===== config.mk =====
export PLATFORM = sky130hd
export DESIGN_NAME = cp_load_align
export DESIGN_NICKNAME = d
export VERILOG_FILES = /design/src/rtl/cp_load_align_pkg.sv /design/src/rtl/cp_load_align_extract.sv /design/src/rtl/cp_load_align.sv
export SDC_FILE = /design/constraint.sdc
export NUM_CORES = 1
export LEC_CHECK = 0
export CORE_UTILIZATION = 57
export DETAILED_ROUTE_END_ITERATION = 8
export DONT_BUFFER_PORTS = 1
export PLACE_DENSITY = 0.75
export SYNTH_ARGS = -nofsm -noshare
export SYNTH_HDL_FRONTEND = slang
export SYNTH_SLANG_ARGS = --single-unit

===== constraint.sdc =====
create_clock -name iClk -period 2.4 [get_ports iClk]
set_input_delay 0.36 -clock iClk [delete_from_list [all_inputs] [get_ports iClk]]
set_output_delay 0.36 -clock iClk [all_outputs]
set_load 0.05 [all_outputs]

===== src/rtl/cp_load_align_pkg.sv =====
// Shared CP load/store definitions: LSU opcode encodings, load-return FSM
// state encodings, default watchdog limit and a misalignment helper.
// The helper is only referenced when CP_LSU_MISALIGN_TRAP_EN is defined.
package cp_load_align_pkg;

  // LSU opcode encodings driven by the AGU
  localparam int                              RISC24_CP_LSU_OP_WIDTH = 2;
  localparam logic [RISC24_CP_LSU_OP_WIDTH-1:0] RISC24_CP_LSU_OP_WORD  = 2'b00;
  localparam logic [RISC24_CP_LSU_OP_WIDTH-1:0] RISC24_CP_LSU_OP_HALF  = 2'b01;
  localparam logic [RISC24_CP_LSU_OP_WIDTH-1:0] RISC24_CP_LSU_OP_BYTE  = 2'b10;

  // Load-return FSM states
  localparam logic [1:0] CP_LSU_ST_IDLE   = 2'b00;
  localparam logic [1:0] CP_LSU_ST_ACCESS = 2'b01;
  localparam logic [1:0] CP_LSU_ST_WAIT   = 2'b10;

  // Default number of WAIT cycles tolerated before a load is abandoned
  localparam int CP_LSU_WAIT_TIMEOUT = 15;

  // A half-word needs an even address, a word needs a word-aligned address
  function automatic logic cpLsuIsMisaligned(
    input logic [RISC24_CP_LSU_OP_WIDTH-1:0] opcode,
    input logic [1:0]                        addrLow
  );
    return ((opcode == RISC24_CP_LSU_OP_HALF) && addrLow[0]) ||
           ((opcode == RISC24_CP_LSU_OP_WORD) && (addrLow != 2'b00));
  endfunction

endpackage


===== src/rtl/cp_load_align_extract.sv =====
// cp_load_extract: purely combinational lane select and sign/zero extension
// of a raw 32-bit memory word. Shared with the PE load path, so it carries
// no state and no knowledge of the handshake. Only a 32-bit word is supported.
module cp_load_extract
  import cp_load_align_pkg::*;
#(
  parameter int DATA_WIDTH = 32
) (
  input  logic [RISC24_CP_LSU_OP_WIDTH-1:0] iOpcode,
  input  logic [1:0]                        iAddrLow,
  input  logic                              iSigned,
  input  logic [DATA_WIDTH-1:0]             iData,
  output logic [DATA_WIDTH-1:0]             oData
);

  logic [7:0]  byteLane [4];
  logic [7:0]  selByte;
  logic [15:0] halfWord;

  genvar gi;
  generate
    for (gi = 0; gi < 4; gi++) begin : gLane
      assign byteLane[gi] = iData[8*gi +: 8];
    end
  endgenerate

  // Half-word lane chosen by A[1]; A[0] never moves the lane
  assign halfWord = iAddrLow[1] ? iData[31:16] : iData[15:0];
  assign selByte  = byteLane[iAddrLow];

  // Select the addressed field and extend it to the full word
  always_comb begin
    oData = '0;
    case (iOpcode)
      RISC24_CP_LSU_OP_WORD: oData = iData;
      RISC24_CP_LSU_OP_HALF: oData = {{16{iSigned & halfWord[15]}}, halfWord};
      RISC24_CP_LSU_OP_BYTE: oData = {{24{iSigned & selByte[7]}}, selByte};
      default:               oData = '0;
    endcase
  end

endmodule


===== src/rtl/cp_load_align.sv =====
// cp_load_align: CP load-return stage. Latches load metadata at issue, waits
// for DMEM read data, aligns/extends it and emits a one-cycle register-file
// write. A watchdog aborts a load whose data never returns.
// Optional: define CP_LSU_MISALIGN_TRAP_EN to add oLSU_Misalign and suppress
// write-back of misaligned half-word/word loads.
module cp_load_align
  import cp_load_align_pkg::*;
#(
  parameter int DATA_WIDTH     = 32,
  parameter int REG_ADDR_WIDTH = 5,
  parameter int WAIT_TIMEOUT   = CP_LSU_WAIT_TIMEOUT
) (
  input  logic                              iClk,
  input  logic                              iReset,
  input  logic                              iAGU_Read_Enable,
  input  logic [RISC24_CP_LSU_OP_WIDTH-1:0] iAGU_Opcode,
  input  logic [1:0]                        iAGU_Addr_Low,
  input  logic                              iID_Load_Signed,
  input  logic [REG_ADDR_WIDTH-1:0]         iID_Load_Dest,
  input  logic [DATA_WIDTH-1:0]             iDMEM_Read_Data,
  input  logic                              iDMEM_Data_Valid,
  output logic                              oLSU_Stall,
  output logic                              oLSU_WB_Write_Enable,
  output logic [REG_ADDR_WIDTH-1:0]         oLSU_WB_Dest,
  output logic [DATA_WIDTH-1:0]             oLSU_WB_Data,
  output logic                              oLSU_Pending_Valid,
  output logic [REG_ADDR_WIDTH-1:0]         oLSU_Pending_Dest,
`ifdef CP_LSU_MISALIGN_TRAP_EN
  output logic                              oLSU_Misalign,
`endif
  output logic                              oLSU_Timeout
);

  typedef struct packed {
    logic [RISC24_CP_LSU_OP_WIDTH-1:0] opcode;
    logic [1:0]                        addrLow;
    logic                              isSigned;
    logic [REG_ADDR_WIDTH-1:0]         dest;
  } loadMeta_t;

  localparam logic [7:0] TIMEOUT_COUNT = 8'(WAIT_TIMEOUT);

  logic [1:0] stateReg, stateNext;
  logic [7:0] waitCountReg, waitCountNext;
  loadMeta_t  metaReg, metaNext;
  loadMeta_t  issueMeta;

  logic busy;
  logic dataReturn;
  logic timeoutHit;
  logic misalignHit;
  logic writeBack;
  logic [DATA_WIDTH-1:0] extractData;

  assign issueMeta = '{opcode:   iAGU_Opcode,
                       addrLow:  iAGU_Addr_Low,
                       isSigned: iID_Load_Signed,
                       dest:     iID_Load_Dest};

  assign busy       = (stateReg != CP_LSU_ST_IDLE);
  assign dataReturn = busy && iDMEM_Data_Valid;
  assign timeoutHit = (stateReg == CP_LSU_ST_WAIT) && !iDMEM_Data_Valid &&
                      (waitCountReg == TIMEOUT_COUNT);

`ifdef CP_LSU_MISALIGN_TRAP_EN
  assign misalignHit   = dataReturn && cpLsuIsMisaligned(metaReg.opcode, metaReg.addrLow);
  assign oLSU_Misalign = misalignHit && !iReset;
`else
  assign misalignHit = 1'b0;
`endif

  // The handshake still completes on a misaligned load; only the write is dropped
  assign writeBack = dataReturn && !misalignHit && !iReset;

  cp_load_extract #(
    .DATA_WIDTH (DATA_WIDTH)
  ) uExtract (
    .iOpcode  (metaReg.opcode),
    .iAddrLow (metaReg.addrLow),
    .iSigned  (metaReg.isSigned),
    .iData    (iDMEM_Read_Data),
    .oData    (extractData)
  );

  // Outputs are forced low while reset is asserted so a dropped load never writes
  always_comb begin
    oLSU_Stall           = busy && !iDMEM_Data_Valid && !iReset;
    oLSU_WB_Write_Enable = writeBack;
    oLSU_WB_Dest         = writeBack ? metaReg.dest : '0;
    oLSU_WB_Data         = writeBack ? extractData : '0;
    oLSU_Pending_Valid   = busy && !iReset;
    oLSU_Pending_Dest    = (busy && !iReset) ? metaReg.dest : '0;
    oLSU_Timeout         = timeoutHit && !iReset;
  end

  // Next-state logic; a new load is only taken when the stall is low, which
  // includes the cycle data returns, so back-to-back loads run one per cycle
  always_comb begin
    stateNext     = stateReg;
    waitCountNext = waitCountReg;
    metaNext      = metaReg;
    case (stateReg)
      CP_LSU_ST_IDLE: begin
        if (iAGU_Read_Enable) begin
          metaNext  = issueMeta;
          stateNext = CP_LSU_ST_ACCESS;
        end
      end
      CP_LSU_ST_ACCESS: begin
        if (iDMEM_Data_Valid) begin
          if (iAGU_Read_Enable) begin
            metaNext  = issueMeta;
            stateNext = CP_LSU_ST_ACCESS;
          end else begin
            stateNext = CP_LSU_ST_IDLE;
          end
        end else begin
          stateNext     = CP_LSU_ST_WAIT;
          waitCountNext = 8'd1;
        end
      end
      CP_LSU_ST_WAIT: begin
        if (iDMEM_Data_Valid) begin
          waitCountNext = 8'd0;
          // Stall is low this cycle, so the AGU considers a request accepted
          if (iAGU_Read_Enable) begin
            metaNext  = issueMeta;
            stateNext = CP_LSU_ST_ACCESS;
          end else begin
            stateNext = CP_LSU_ST_IDLE;
          end
        end else if (waitCountReg == TIMEOUT_COUNT) begin
          waitCountNext = 8'd0;
          stateNext     = CP_LSU_ST_IDLE;
        end else begin
          waitCountNext = waitCountReg + 8'd1;
        end
      end
      default: begin
        stateNext     = CP_LSU_ST_IDLE;
        waitCountNext = 8'd0;
      end
    endcase
  end

  // State, watchdog and metadata registers with synchronous reset
  always_ff @(posedge iClk) begin
    if (iReset) begin
      stateReg     <= CP_LSU_ST_IDLE;
      waitCountReg <= 8'd0;
      metaReg      <= '0;
    end else begin
      stateReg     <= stateNext;
      waitCountReg <= waitCountNext;
      metaReg      <= metaNext;
    end
  end

endmodule


==> run_results.csv, run 1 <==
group,metric,value,unit
yosys,yosysUniqueCellTypes,42,
cts,numCtsBuffers,3,
cts,cts_hold_buf,0,
yosys,synth.net_count,292,
cts,htree_levels,1,
cts,postCtsSetupRepairBufs,4,
cts,cts-resized-gates,34,
floorplanning,placementRows,20,
floorplanning,boundaryPins,92,
floorplanning,initial_core_util,59.8,%
status,outcome,"did not finish",
yosys,syn_inst,241,
place,place_area,2910,µm²
yosys,synthFlopType,"dfxtp_1",
cts,clock-sinks,20,
status,firstError,"[ERROR DPL-0038] Utilization greater than 100%, impossible to legalize",
yosys,syn_area_per_cell,7.51,µm²
yosys,yosysWarnings,0,
status,lastStage,"4_1_cts",
yosys,synth-simple-area-share,29.4,%
floorplanning,fp.dieH,58.3,µm
yosys,ys_seq_elements,20,
cts,cts_root_buffer,"clkbuf_4",
yosys,synth_top_family_by_area,"simple AND/OR/NAND/NOR gates",
yosys,yosys.area_share.xor_xnor,1.94,%
place,routabilityCongestion,0.813,
yosys,synth_compound_area_share,20.4,%
place,dpl.cell_count,321,
yosys,synth_seq_area_share,22.1,%
cts,clockBufferDepth,2,
yosys,synth_edf_count,0,
yosys,synthAdderAreaFrac,3.46,%
yosys,synth-async-reset-ratio,0,%
place,hpwl,5950,µm
yosys,netlist_area,1810,µm²
floorplanning,chipWidth,58.3,µm
yosys,synthMuxAreaShare,17.8,%
place,port_buffers,0,
==> cells in the mapped netlist, types with 4 or more instances <==
master / number / area share (%)
nand2_1: 32 / 6.6
a21oi_1: 28 / 7.7
nor2_1: 28 / 5.8
dfxtp_1: 20 / 22
mux2_2: 16 / 10
clkbuf_1: 12 / 2.5
mux2i_1: 12 / 6.6
nand3_1: 12 / 3.3
and2_1: 9 / 3.1
a21o_1: 8 / 3.3
a222oi_1: 7 / 3.9
and3_1: 5 / 1.7
ha_1: 5 / 3.5
o21ai_0: 4 / 1.1
==> metrics by stage <==
step           setup TNS, ns  setup WS (ns)
3_5_place_dp               0          0.175
3_3_place_gp               0          0.350
2_1_floorplan         -0.407        -0.0204
==> cell families after synthesis <==
family	Yosys count
xor gates and xnor gates	4
muxes	29
buffers and inverters	20
DFF	20
and+or+nand+nor	107
AOI/OAI and AO/OA	56
adders and majority gates	5
==> inputs of run 2 (changes only) <==
--- a/config.mk
+++ b/config.mk
@@ -5,10 +5,10 @@
 export SDC_FILE = /design/constraint.sdc
 export NUM_CORES = 1
 export LEC_CHECK = 0
-export CORE_UTILIZATION = 57
+export CORE_UTILIZATION = 40
 export DETAILED_ROUTE_END_ITERATION = 8
 export DONT_BUFFER_PORTS = 1
-export PLACE_DENSITY = 0.75
+export PLACE_DENSITY_LB_ADDON = 0.15
 export SYNTH_ARGS = -nofsm -noshare
 export SYNTH_HDL_FRONTEND = slang
 export SYNTH_SLANG_ARGS = --single-unit
==> run 2 against run 1 <==
Effect of this change: the flow now finishes without violations; synthesized area stayed put; synthesized cell count stayed put.
==> run_results.csv, run 2 <==
group,metric,value,unit
detailed_routing,via_per_inst,5.97,
setup_path,reg2reg_to,"metaReg[5]",
detailed_routing,dr.first_iter.drc_count,132,
yosys,synthTopCellsByCount,"nand2_1 (32), a21oi_1 (28), nor2_1 (28)",
cells_and_area,syn2layout_area_growth,59.5,%
timing,period_needed,2.31,ns
yosys,synth_seq_area_share,22.1,%
cts,numCtsBuffers,3,
power,powerDensity,404,nW/µm²
cells_and_area,diodes,0,
setup_path,path_buf_inv,3,
yosys,yosysWarnings,0,
cts,cts-resized-gates,0,
setup_path,cp_max_fo,19,
setup_path,start_kind,"register",
cells_and_area,drive_gt1_share,43.2,%
detailed_routing,ant_nets,0,
detailed_routing,drc,0,
hold_path,hold_path.class,"input pin to register",
floorplanning,fp.dieH,69.3,µm
place,place_area,2830,µm²
setup_path,timing.rr.start,"stateReg[1]",
yosys,synth_top_area_share,22.1,%
yosys,synthFlopType,"dfxtp_1",
yosys,synth_edf_count,0,
cts,cts_root_buffer,"clkbuf_8",
timing,fin_crit_sh,96.2,%
timing,relSlewSlack,66.0,%
timing,setup_viol,0,
floorplanning,boundaryPins,92,
cells_and_area,nets,333,
global_routing,grt_pass1_vias,1908,
setup_path,cp_num_cells,7,
yosys,netlist_area,1810,µm²
hold_path,hold_depth,1,
floorplanning,initial_core_util,41.6,%
timing,worst-slew-pin-transition,0.510,ns
global_routing,grt_pass1_wl,8980,µm
setup_path,reg2reg_depth,6,
yosys,syn_inst,241,
global_routing,grtUsageMet3,7.41,%
cells_and_area,multiInputGateArea,1500,µm²
setup_path,cp-end-kind,"primary output",
timing,clock.fmax,433,MHz
timing,rsz0062_at_grt,"false",
setup_path,arrival,1.95,ns
global_routing,grtUsageTotal,22.8,%
cts,htree_levels,1,
detailed_routing,vias,1982,
yosys,synth_top_family_by_area,"simple AND/OR/NAND/NOR gates",
timing,finalClockSkew,0.00123,ns
floorplanning,chipWidth,69.3,µm
global_routing,grt_max_degree,31,
run,drv_cap,0,
setup_path,cpLargestDelayFamily,"buffers and inverters",
floorplanning,core,4350,µm²
yosys,yosys.area.top_type,"dfxtp_1",
yosys,synthMuxAreaShare,17.8,%
detailed_routing,dr.pass1.iters,4,
setup_path,crit_chain,"buf_6 -> buf_4 -> nand2_1 -> mux2i_1 -> o21ai_0 -> and2_1 -> buf_12",
global_routing,grt_overflow,0,
place,port_buffers,0,
status,outcome,"finished clean",
cells_and_area,final_common_cell,"buf_12",
cells_and_area,largest_reg_flops,10,
global_routing,antenna_found_initial,0,
yosys,synth-async-reset-ratio,0,%
cells_and_area,regArea,403,µm²
yosys,yosys.area_share.xor_xnor,1.94,%
cells_and_area,layout_common_cells,"buf_12 (37), nand2_1 (31), nor2_1 (21), a21oi_2 (21), dfxtp_1 (18)",
yosys,synthAdderAreaFrac,3.46,%
cts,clock_latency,0.26,ns
detailed_routing,routedWlPerCell,16.4,µm
timing,tns,0,ns
cts,postCtsSetupRepairBufs,0,
power,vdd_ir_drop_max,0.436,mV
hold_path,min-delay-start,"iReset",
cts,clockBufferDepth,2,
setup_path,cpMaxStageDelayCell,"dfxtp_1",
yosys,syn_area_per_cell,7.51,µm²
cells_and_area,top_register,"metaReg",
place,hpwl,4260,µm
timing,hold_violations,0,
yosys,ys_seq_elements,20,
setup_path,crit_required,2.04,ns
yosys,synth_most_common_cell,"nand2_1",
cells_and_area,fin_util,66.3,%
detailed_routing,drt-total-wl,5440,µm
yosys,synth.net_count,292,
setup_path,path_class,"register to primary output",
cts,clock-sinks,20,
hold_path,hold_end,"stateReg[0]",
cells_and_area,layout_top_registers,"metaReg (10), waitCountReg (8), stateReg (2)",
cts,cts_hold_buf,0,
setup_path,r2r_slack,0.57,ns
setup_path,critPathMaxStageDelay,0.37,ns
place,routabilityCongestion,0.825,
global_routing,met1_usage,28.2,%
timing,drv_slew,0,
cells_and_area,n_fill_cell,362,
setup_path,timing.critical_path.from,"metaReg[7]",
yosys,synth-simple-area-share,29.4,%
global_routing,met2_usage,37.9,%
global_routing,grt_busiest_layer,"met2",
floorplanning,die-area,4800,µm²
cts,clk_pin_slew_worst_paths,0.07,ns
floorplanning,placementRows,24,
timing,hold_slack,0.156,ns
yosys,synth_compound_area_share,20.4,%
cells_and_area,fin_area,2890,µm²
yosys,synth_area_leaders,"dfxtp_1 (22%), mux2_2 (10%), a21oi_1 (7.7%)",
power,cellLeakagePower,0.00116,µW
yosys,yosysUniqueCellTypes,42,
cts,cts_tree,"built",
==> run 2: cell counts after synthesis <==
Identical to the previous run, type by type.
==> run 2: power by group <==
group / internal (µW) / switching (µW) / total [µW]
logic: 240 / 328 / 568
clock network: 112 / 109 / 221
registers: 354 / 22.4 / 376
==> run 2: cell type report <==
type	count	area share, %
inverters	2	0.260
well taps	52	2.25
clock buffers	3	1.43
multi-input cells	201	51.9
repair buffers	54	30.2
flip-flops and latches	20	14.0
==> run 2: logic make-up (layout without fill, tap and decap cells) <==
| family | Yosys count | after routing |
|---|---|---|
| xor+xnor | 4 | 4 |
| fa+ha+maj | 5 | 5 |
| buf+inv | 20 | 59 |
| flops | 20 | 20 |
| mux | 29 | 29 |
| simple gates | 107 | 107 |
| compound gates | 56 | 56 |
==> run 2: worst register-to-register path: stages (launching register included) <==
cell     delay [ns]
dfxtp_1        0.39
inv_1          0.08
ha_2           0.36
mux2_2         0.34
nand2_2        0.26
mux2i_1        0.24
nor2_1         0.05
==> run 2: worst max path at each step <==
| stage | slack, ns | to |
|---|---|---|
| floorplan | -0.02 | oLSU_WB_Data[10] |
| global placement | 0.35 | oLSU_WB_Data[15] |
| detailed placement | 0.32 | oLSU_WB_Data[31] |
| CTS | 0.03 | oLSU_WB_Data[31] |
| global route | 0.005 | oLSU_WB_Data[15] |
| finish | 0.09 | oLSU_WB_Data[15] |
==> run 2: metrics by stage <==
step / total power (µW) / worst slack [ns] / instances
after detailed placement: 946 / 0.319 / 329
final: 1160 / 0.0914 / 332
after global placement: 937 / 0.347 / 329
after global routing: 1220 / 0.00509 / 332
after floorplan: 784 / -0.0204 / 241
after CTS: 1160 / 0.0305 / 332
==> run 2: routing by layer <==
layer  wire (µm)  share of wire, %
met1        2340                43
met2        2560                47
met3         489               9.0
met4          43              0.79
met5           0                 0
No activity file was read; power rests on OpenSTA's default activity.
